### config.mk
export PLATFORM = sky130hd
export DESIGN_NAME = ttl_74259_sync
export DESIGN_NICKNAME = d
export VERILOG_FILES = /design/src/rtl/ttl_74259_sync.sv
export SDC_FILE = /design/constraint.sdc
export NUM_CORES = 1
export LEC_CHECK = 0
export BUFFER_PORTS_ARGS = -buffer_cell sky130_fd_sc_hd__buf_2
export CAP_MARGIN = 25
export CORE_UTILIZATION = 54
export DETAILED_ROUTE_END_ITERATION = 6
export GPL_TIMING_DRIVEN = 0
export PLACE_DENSITY = 0.8
export SYNTH_ARGS = -nofsm -noshare
export SYNTH_HDL_FRONTEND = slang
export SYNTH_SLANG_ARGS = --single-unit
export TNS_END_PERCENT = 10
### constraint.sdc
create_clock -name clk -period 1.97 [get_ports clk]
set_input_delay 0.394 -clock clk [delete_from_list [all_inputs] [get_ports clk]]
set_output_delay 0.394 -clock clk [all_outputs]
set_load 0.01 [all_outputs]
### src/rtl/ttl_74259_sync.sv
// ttl_74259_sync: clocked 74LS259-style addressable latch with latch/memory/demux/clear modes
module ttl_74259_sync #(
    parameter int                   WIDTH_OUT = 8,
    parameter int                   WIDTH_IN  = $clog2(WIDTH_OUT),
    parameter logic [WIDTH_OUT-1:0] INIT      = '0
) (
    input  logic                 clk,
    input  logic                 reset,
    input  logic                 cen,
    input  logic                 Enable_bar,
    input  logic                 Clear_bar,
    input  logic [WIDTH_IN-1:0]  A,
    input  logic                 D,
    output logic [WIDTH_OUT-1:0] Q,
    output logic [WIDTH_OUT-1:0] Q_chg,
    output logic [1:0]           mode
);
    logic [WIDTH_OUT-1:0] sel;
    logic [WIDTH_OUT-1:0] q_next;
    logic [1:0]           mode_next;

    // one-hot bit select (empty for out-of-range addresses) and next-state per mode
    always_comb begin
        sel       = (32'(A) < WIDTH_OUT) ? (WIDTH_OUT'(1) << A) : '0;
        mode_next = {~Clear_bar, Enable_bar ^ Clear_bar};
        q_next    = Enable_bar ? (Clear_bar ? Q : '0)
                  : Clear_bar  ? (D ? (Q | sel) : (Q & ~sel))
                  : (D ? sel : '0);
    end

    // registered outputs; change flags last one cycle and clear on any non-enabled edge
    always_ff @(posedge clk or posedge reset) begin
        if (reset) begin
            Q     <= INIT;
            Q_chg <= '0;
            mode  <= 2'd0;
        end else if (cen) begin
            Q     <= q_next;
            Q_chg <= q_next ^ Q;
            mode  <= mode_next;
        end else begin
            Q_chg <= '0;
        end
    end
endmodule

Yosys cells after proc, flatten, opt, wreduce, memory -nomap -nowiden --
Index checks and enable logic that the tools add are counted.
Cells by class: add/subtract/negate cells 0, multiply operators 0, divide/modulo/power cells 0, order comparisons 0, eq/ne operators 0, shift operators 1, mux-type cells 6, bitwise gates (word level) 6, reductions and logical operators 0
Operator list (count):
- $mux 8 | 6
- $and 8x8->8 | 1
- $not 8->8 | 1
- $or 8x8->8 | 1
- $shl 1x3->8 const A | 1
- $xor 8x8->8 | 1
- $not 1->1 | 1
- $xor 1x1->1 | 1
Storage, ports and cells: register bits after elaboration 18, bits in latches 0, RAM bits 0, bits in read-only memories 0, bits of input ports 9, output and inout port bits 18, memories 0

Longest topological paths before layout --
word-level depth 8, depth in mapped cells 5, depth with buffers taken out 3

Worst setup path before layout --
Ideal clock, no wire load.
path kind input to register, start in cen, end reg Q[0], library setup time 122 ps, arrival 1188 ps, required time 1848 ps, setup slack 660 ps, cell stages on the path 4, path through clkbuf_1 clkbuf_1 o21ai_0 a32o_1
RTL lines:
- start, declared | RTL line 9 | input logic cen,
- end signal, assigned | RTL line 38 | Q <= q_next;
- end, declared | RTL line 14 | output logic [WIDTH_OUT-1:0] Q,

==> impl_metrics.ini <==
[floorplanning]
rows = 14
die_height_um = 44.46
die_area_um2 = 1976
die_w_um = 44.46
start_util_pct = 61.07
pin_count = 27
fp.coreArea_um2 = 1594

[routing]
antenna_left = 0
wl_per_cell_um = 13.92
drc = 0
dr.pass1.iters = 4
route.vias.total = 780
routed_wl_um = 1935
avgViaCountPerCell = 5.612
first_iter_violations = 28

[cells_and_area]
nets = 125
instances_no_fill = 139
multi_input_area_um2 = 475.5
final_area_um2 = 1150
drive_above_1_share_pct = 29.57
final_core_util_pct = 72.14
diodes = 0
fillerInstances = 126
area_delta_synth_final_pct = 18.12
seq_area_um2 = 450.4

[power_and_ir_drop]
p_comb_share_pct = 15.6
power_frac_seq_pct = 52.9
p_int_uw = 546.6
p_sw_uw = 199.7
total_power_uw = 746.3
ir_worst_vdd_mv = 0.4638
swShare_pct = 26.76
leakagePower_uw = 0.0005549
clock_power_share_pct = 31.5
p_per_area_nw_per_um2 = 649.0

[cts]
insertion_delay_ps = 300
cts_buffers = 3
root_buffer = clkbuf_4
clkTransAtPathRegs_ps = 110
ctsResizeCount = 0
htree_num_levels = 1
cts_num_sinks = 18
postCtsSetupRepairBufs = 0
cts_tree = done
cts_max_path_buffers = 2
hold_buffers = 0

[sta]
grt_setup_unrepaired = no
fmax_mhz = 774.9
fin_tns_setup_ps = 0
fin_skew_ps = 0.5045
finalWorstPathRequiredPeriod_ps = 1291
period_share_pct = 65.51
tightest_slew_ps = 686.0
slew_viol_final = 0
finalSetupViolations = 0
hold_viol_final = 0
relSlewSlack_pct = 54.22

[critical_path]
cp-start-kind = primary input
cp.arrival_ps = 1480
reg2reg_depth = 2
critPathBufInv = 2
slowest_stage = clkbuf_1
cp.depth = 4
slowest_delay_ps = 400
path_max_fanout = 10
end_kind = register
critPathRequiredTime_ps = 2160
crit_top_cell = clkbuf_1
worstSetupPathType = primary input to register
cpLargestDelayFamily = buffers and inverters
crit_path_cell_trace = clkbuf_1 -> clkbuf_1 -> o21ai_0 -> a32o_1

[place]
placed_cell_area_um2 = 1114
dp.cells = 135
dp_hpwl_um = 1334
gp_congestion = 0.7655
io_buffer_count = 22

[synthesis]
ys_async_sr_fraction_pct = 100.0
synth_top_area_share_pct = 46.27
synthesis.area_um2 = 973.4
synth_seq_area_share_pct = 46.27
synth-seq-cells = 18
post-synth-top-area-cell = dfrtp_1
yosys_warnings = 0
synth-main-ff-cell = dfrtp_1
syn_nets = 98
syn_inst = 89
yosysMostFrequentCell = dfrtp_1
synth.area.top_cells = dfrtp_1, a32o_1, xor2_1
synth_cell_types = 25
synth_enable_flop_cells = 0
avgSynthCellArea_um2 = 10.94
synth_common_cells = dfrtp_1, nand2_1, a32o_1, o21ai_0, xor2_1

[global_route]
grt-ovfl-total = 0
grt_pass1_vias = 700
track_usage_pct = 22.56
antenna_found_initial = 0
grt_pass1_wl_um = 3098
grt_max_degree = 19

[min_path]
min_path_type = primary input to async pin

[job]
max-cap-violations = 0

[outcome]
status = finished, final reports clean
-- cells in the final DEF, fill, tap and decap left out, drive strengths merged, types with 2 or more instances in the layout --
| cell type | netlist | routed |
|---|---|---|
| a32o | 7 | 7 |
| nand2 | 8 | 8 |
| inv | 3 | 3 |
| buf | 3 | 25 |
| or3b | 6 | 6 |
| nor4b | 3 | 3 |
| dfrtp | 18 | 18 |
| xnor2 | 2 | 2 |
| o21ai | 7 | 7 |
| a21boi | 8 | 8 |
| xor2 | 7 | 7 |
| nor2 | 2 | 2 |
| clkbuf | 4 | 8 |
| and4bb | 3 | 3 |
-- metrics by stage --
| step | setup slack, ps | hold slack [ps] |
|---|---|---|
| detailed placement | 379.5 | 495.2 |
| finish | 679.4 | 174.1 |
| floorplan | 660.3 | 332.6 |
| CTS | 683.6 | 201.5 |
| global placement | 425.6 | 485.3 |
| global route | 635.3 | 245.3 |
-- worst register-to-register path, delay by kind of cell, from the launching register on --
family             cells  cell delay [ps]
AOI/OAI and AO/OA      1              180
and+or+nand+nor        1              360
DFF                    1              410
-- registers in the layout, indices dropped and copies added, names as in the netlist --
signal and flops:
Q 8, Q_chg 8, mode 2
-- per-layer routing --
layer | track usage, % | wire length, um
met1 | 28.35 | 842
met2 | 36.76 | 969
met3 | 3.673 | 78
met4 | 12.73 | 45
met5 | 0 | 0
-- power groups by stage --
stage	clock, uW	combinational, uW	sequential, uW
6_report	235	117	395
5_1_grt	251	130	397
4_1_cts	237	117	395
3_5_place_dp	0	117	402
3_3_place_gp	0	114	401
2_1_floorplan	0	68.7	410
-- cell families (layout without fill, tap and decap cells) --
logic type | Yosys count | count (layout) | share of synthesized area, %
xor+xnor | 9 | 9 | 8.098
buf+inv | 10 | 36 | 4.885
simple gates | 26 | 26 | 20.70
mux | 1 | 1 | 1.157
flops | 18 | 18 | 46.27
compound gates | 25 | 25 | 18.89
-- worst paths after layout --
check	endpoint	slack, ps	from
worst max-delay path	Q[0]	680	cen
worst min-delay path	Q[3]	170	reset
worst max register to register	Q_chg[1]	950	Q[1]
worst min register to register	mode[1]	510	mode[1]
max in group asynchronous	Q[6]	1360	reset
min in group clk	Q_chg[5]	450	Clear_bar
-- cell type report --
class / instances / share of cell area [%]
Buffer: 7 / 3.156
Timing Repair Buffer: 22 / 9.576
Multi-Input combinational cell: 61 / 41.35
Clock buffer: 4 / 3.156
Tap cell: 24 / 2.612
Sequential cell: 18 / 39.17
Inverter: 3 / 0.9793
(Power assumes the default switching activity.)
